### src/rtl/pipe_ctrl_pkg.sv
// Shared types and defaults for the pipeline sequencer.
// Divider FSM encoding and default divider latency.
package pipe_ctrl_pkg;

   typedef enum logic [1:0] {
      DIV_IDLE,
      DIV_RUN,
      DIV_DONE
   } DivState_t;

   localparam int DIV_CYCLES_DEFAULT = 36;

endpackage

### src/rtl/pipe_ctrl_div_seq.sv
// Iterative-divider sequencer: launch, countdown, one-cycle done, abort.
// freeze holds everything while the data cache stalls the pipe.
module pipe_ctrl_div_seq
   import pipe_ctrl_pkg::*;
#(
   parameter int DIV_CYCLES = DIV_CYCLES_DEFAULT,
   parameter int CNT_W      = $clog2(DIV_CYCLES)
) (
   input  logic      clk,
   input  logic      rst,
   input  logic      freeze,
   input  logic      abort,
   input  logic      launch,
   output DivState_t state_o
);

   DivState_t        state_q, state_d;
   logic [CNT_W-1:0] cnt_q, cnt_d;

   always_comb begin
      state_d = state_q;
      cnt_d   = cnt_q;
      if (!freeze) begin
         if (abort) begin
            state_d = DIV_IDLE;
            cnt_d   = '0;
         end else begin
            unique case (state_q)
               DIV_IDLE: begin
                  if (launch) begin
                     state_d = DIV_RUN;
                     cnt_d   = CNT_W'(DIV_CYCLES - 1);
                  end
               end
               DIV_RUN: begin
                  cnt_d = cnt_q - CNT_W'(1);
                  if (cnt_q == CNT_W'(1))
                     state_d = DIV_DONE;
               end
               DIV_DONE: state_d = DIV_IDLE;
               default:  state_d = DIV_IDLE;
            endcase
         end
      end
   end

   always_ff @(posedge clk or negedge rst) begin
      if (!rst) begin
         state_q <= DIV_IDLE;
         cnt_q   <= '0;
      end else begin
         state_q <= state_d;
         cnt_q   <= cnt_d;
      end
   end

   assign state_o = state_q;

endmodule

### src/rtl/pipe_ctrl.sv
// Pipeline sequencer: turns stall/flush sources into per-stage
// write enables and flush strobes for the six-stage core.
module pipe_ctrl
   import pipe_ctrl_pkg::*;
#(
   parameter int DIV_CYCLES = DIV_CYCLES_DEFAULT,
   parameter int CNT_W      = $clog2(DIV_CYCLES)
) (
   input  logic clk,
   input  logic rst,
   input  logic ICache_Busy,
   input  logic DCache_Busy,
   input  logic EXE_IsDiv,
   input  logic ID_LoadUse,
   input  logic EXE_Redirect,
   input  logic MEM_ExcValid,
   output logic PC_Wr,
   output logic ID_Wr,
   output logic EXE_Wr,
   output logic MEM_Wr,
   output logic MEM2_Wr,
   output logic WB_Wr,
   output logic ID_Flush,
   output logic EXE_Flush,
   output logic MEM_Flush,
   output logic MEM2_Flush,
   output logic WB_Flush,
   output logic Div_Start,
   output logic Div_Cancel,
   output logic Div_Busy,
   output logic Squash_Pending
);

   DivState_t div_state;
   logic      exc_take;
   logic      launch;
   logic      redir_take;
   logic      squash_q, squash_d;

   assign exc_take = MEM_ExcValid && !DCache_Busy;
   assign launch   = EXE_IsDiv && !DCache_Busy && !MEM_ExcValid;

   pipe_ctrl_div_seq #(
      .DIV_CYCLES (DIV_CYCLES),
      .CNT_W      (CNT_W)
   ) u_div_seq (
      .clk     (clk),
      .rst     (rst),
      .freeze  (DCache_Busy),
      .abort   (exc_take),
      .launch  (launch),
      .state_o (div_state)
   );

   always_comb begin
      {PC_Wr, ID_Wr, EXE_Wr, MEM_Wr, MEM2_Wr, WB_Wr} = '1;
      {ID_Flush, EXE_Flush, MEM_Flush, MEM2_Flush, WB_Flush} = '0;
      Div_Start  = 1'b0;
      Div_Cancel = 1'b0;
      redir_take = 1'b0;
      if (DCache_Busy) begin
         {PC_Wr, ID_Wr, EXE_Wr, MEM_Wr, MEM2_Wr, WB_Wr} = '0;
      end else if (MEM_ExcValid) begin
         {ID_Flush, EXE_Flush, MEM_Flush} = 3'b111;
         Div_Cancel = (div_state != DIV_IDLE);
      end else if (div_state == DIV_RUN) begin
         {PC_Wr, ID_Wr, EXE_Wr} = 3'b000;
         MEM_Flush = 1'b1;
      end else if (div_state == DIV_IDLE && EXE_IsDiv) begin
         Div_Start = 1'b1;
         {PC_Wr, ID_Wr, EXE_Wr} = 3'b000;
         MEM_Flush = 1'b1;
      end else if (ID_LoadUse) begin
         {PC_Wr, ID_Wr} = 2'b00;
         EXE_Flush = 1'b1;
      end else if (EXE_Redirect) begin
         redir_take = 1'b1;
         ID_Flush   = 1'b1;
      end else if (ICache_Busy) begin
         {PC_Wr, ID_Wr} = 2'b00;
         ID_Flush = 1'b1;
      end
      // an owed squash keeps killing the stale fetch until it lands
      if (squash_q && !DCache_Busy)
         ID_Flush = 1'b1;
      if (!rst) begin
         {PC_Wr, ID_Wr, EXE_Wr, MEM_Wr, MEM2_Wr, WB_Wr} = '0;
         {ID_Flush, EXE_Flush, MEM_Flush, MEM2_Flush, WB_Flush} = '1;
         Div_Start  = 1'b0;
         Div_Cancel = 1'b0;
      end
   end

   always_comb begin
      squash_d = squash_q;
      if (!DCache_Busy) begin
         if ((exc_take || redir_take) && ICache_Busy)
            squash_d = 1'b1;
         else if (!ICache_Busy)
            squash_d = 1'b0;
      end
   end

   always_ff @(posedge clk or negedge rst) begin
      if (!rst)
         squash_q <= 1'b0;
      else
         squash_q <= squash_d;
   end

   assign Div_Busy       = rst && (div_state == DIV_RUN);
   assign Squash_Pending = rst && squash_q;

endmodule

### config.mk
export PLATFORM = sky130hd
export DESIGN_NAME = pipe_ctrl
export DESIGN_NICKNAME = d
export VERILOG_FILES = /design/src/rtl/pipe_ctrl_pkg.sv /design/src/rtl/pipe_ctrl_div_seq.sv /design/src/rtl/pipe_ctrl.sv
export SDC_FILE = /design/constraint.sdc
export NUM_CORES = 1
export LEC_CHECK = 0
export CAP_MARGIN = 10
export CORE_UTILIZATION = 44
export CTS_CLUSTER_DIAMETER = 200
export DETAILED_ROUTE_END_ITERATION = 8
export PLACE_DENSITY = 0.77
export SYNTH_ARGS = -nofsm -noshare
export SYNTH_HDL_FRONTEND = slang
export SYNTH_SLANG_ARGS = --single-unit
### constraint.sdc
create_clock -name clk -period 1.7 [get_ports clk]
set_input_delay 0.255 -clock clk [delete_from_list [all_inputs] [get_ports clk]]
set_output_delay 0.255 -clock clk [all_outputs]
set_load 0.01 [all_outputs]
==> parameters.txt <==
Parameter                              Value

Outcome
  Status    completed

Synth
  Post-synth top flop    dfrtp_1
  Adder-Cell Fraction of Synth Area    3.617%
  Most used standard cell by instance count after synthesis    dfrtp_1
  Number of synthesized register bits    9
  Share of flip-flops with an asynchronous set or reset after synthesis    100.0%
  Largest family of logic cells by synthesized area    compound AO/OA/AOI/OAI gates
  Fraction of the mapped netlist area in simple logic gates    18.44%
  Post-synthesis area per instance    8.871 um^2
  Yosys synthesis warning count    0
  Sequential area share after synthesis    32.55%
  Area fraction of the dominant cell type after synthesis    32.55%
  Commonest cells in the netlist    9 x dfrtp_1, 8 x inv_1, 6 x o21ai_0
  Number of enable-type register cells in the synthesized netlist    0
  Synthesized area    691.9 um^2
  Synth area leader    dfrtp_1
  Portion of netlist area occupied by mux cells    2.893%
  Mapped Nets    88
  XOR/XNOR Fraction of Synth Area    0%
  Mapped Cells    78
  Yosys cell types    33
  Main area contributors after synthesis    dfrtp_1 33%, o21ai_0 4.3%, buf_4 4.3%, inv_1 4.3%, a2111oi_4 4.0%
  Complex-gate fraction of the synthesized area    32.73%

Routing
  Drt via density    5.705
  ANT nets after route    0
  Initial drt markers    11
  Detailed-route wire length    1987 um
  Post-route DRC violation count    0
  Average routed wire per standard cell    15.05 um
  Vias    753
  Number of search-and-repair iterations in the first detailed-routing pass    4

Min path
  Class of the most critical hold timing path    input port to async pin

Global route
  First-pass GRT wire length    3118 um
  Initial antenna violation count    0
  Gr busiest metal    met2
  GRT Total Usage    24.04%
  Remaining global-route overflow    0
  Global Route met2 Usage    35.94%
  Met1 Usage GRT    29.48%
  Largest net degree at the start of global routing    10
  GRT met3 Usage    6.087%
  Vias in the first global route    698

Flow run
  Max-capacitance violation count    0

Critical path
  Critical path start-end classification    flop to output pin
  Maximum fanout along the worst path    3
  Crit path launch type    flop
  Req. time, crit path    1440 ps
  Worst EP arrival    1420 ps
  Crit. End Element    output pin

Timing
  Final hold violations    0
  Period utilization    98.47%
  Pin slew with the least headroom to its limit    418.5 ps
  Highest Clock Rate    0.5974 GHz
  Final period demand of the worst path    1674 ps
  Max-Slew Margin vs Limit    71.38%
  RSZ-0062 raised after global routing    true
  Final Slew Violations    0
  Final setup violation count    0
  Sum of negative setup slack    0 ps
  Clock Skews    5.951 ps

Finish
  Syn-to-layout area delta    53.71%
  Proportion of layout cells with a drive suffix above 1    35.90%
  Final Non-Filler Cells    132
  Nets@finish    128
  Filler Cells Inserted    97
  Count of inserted antenna diode cells    0

Power and ir drop
  Power per standard cell area    1090 nW/um^2
  Leakage dissipation    0.5241 nW
  Worst ir drop on vdd    750.8 uV

Placement
  Cell count after placement    126
  Post-detail-place hpwl    1431 um
  Placer Congestion    0.7761
  Number of port buffers    22

Clock tree
  Number of buffers created by CTS    3
  H-tree levels    1
  Sink Count    9
  Bufs on Longest Clock Path    2
  Clock insertion delay at the later pin of the skew report    270 ps
  Clock slew at the register clock pins of the worst setup and hold paths    70 ps
  Clock tree from TritonCTS    done
  Root buffer selected by CTS    clkbuf_4

Die
  Starting density of the core    50.05%
  I/O pin cnt    23
  Total Die Area    1735 um^2
  Overall die width    41.66 um
  Core Rows    13
  Core region area    1383 um^2
  Die span in y    41.66 um
[state kept, by name, summed over array words and instances, names as in the netlist]
register and count:
squash_q 1, u_div_seq.cnt_q 6, u_div_seq.state_o 2
[worst max-delay path, cell delays in order (launching register included)]
cell	delay, ps
dfrtp_1	410
o21bai_4	170
nor2b_4	190
o21ai_2	70
a21oi_2	150
buf_2	150
[kinds of logic after synthesis]
kind of cell             Yosys count
AO/OA/AOI/OAI                     28
AND/OR/NAND/NOR                   23
buffers and inverters             14
flip-flops                         9
multiplexers                       2
adder cells (fa/ha/maj)            2
[metrics by stage]
stage	util [%]	hold WS, ps	setup slack [ps]	power (W)	instance area [um^2]
floorplan	-	-40.59	45.65	0.0007061	691.9
global placement	73.85	508.7	-447.5	0.0009212	1021
detailed placement	73.85	527.7	-503.4	0.0009360	1021
CTS	76.56	178.1	4.001	0.001133	1059
global route	76.92	14.33	-46.71	0.001239	1064
finish	76.92	2.806	26.08	0.001159	1064
[final timing paths]
check,slack [ps],depth (start not counted),start,endpoint
min in group clk,540,1,u_div_seq.cnt_q[5],u_div_seq.cnt_q[5]
max in group asynchronous,1090,3,rst,squash_q
setup / recovery,30,5,u_div_seq.state_o[0],ID_Wr
hold reg to reg,540,1,u_div_seq.cnt_q[5],u_div_seq.cnt_q[5]
hold / removal,3,2,rst,u_div_seq.state_o[1]
setup reg to reg,100,6,u_div_seq.state_o[0],u_div_seq.cnt_q[2]
[layer usage]
| metal | vias to the layer above | wire length [um] |
|---|---|---|
| met3 | 10 | 117 |
| met4 | 0 | 77 |
| met2 | 31 | 922 |
| met1 | 354 | 869 |
| li1 | 358 | - |
| met5 | - | 0 |
[layout make-up]
cell class,count,area [um^2],area share (%)
clock buffers,4,26.28,2.471
inverters,8,30.03,2.824
multi-input cells,55,439.2,41.29
flip-flops and latches,9,225.2,21.18
well taps,15,18.77,1.765
repair buffers,41,324.1,30.47
[report_power, final]
part           total [W]  switching, W  internal, W
logic           0.000617      0.000292     0.000325
registers       0.000368     0.0000850     0.000283
clock network   0.000174     0.0000835    0.0000909
total            0.00116      0.000461     0.000699
[what timing repair did]
action / in CTS / in global routing
gates resized for setup: 36 / 16
hold buffers: 0 / 1
setup endpoints to repair: 15 / 9
hold endpoints to repair: 0 / 1
buffers inserted: 1 / 0
pin swaps: 2 / 4
[placed cells by master (no fill, tap or decap), types with 2 or more instances in the layout]
cell	n
dlygate4sd2_1	4
nor2_1	5
o21ai_2	3
nand2_1	3
dfrtp_1	9
a21oi_1	2
ha_1	2
clkdlybuf4s50_1	9
a31oi_1	2
a211oi_1	3
a21o_1	3
inv_1	7
nor3_1	3
clkbuf_2	2
mux2i_1	2
clkbuf_4	3
buf_4	17
or3_1	2
o21ai_1	2
buf_2	6
o21ai_0	2
and2_1	2
No activity file was read; power rests on OpenSTA's default activity.
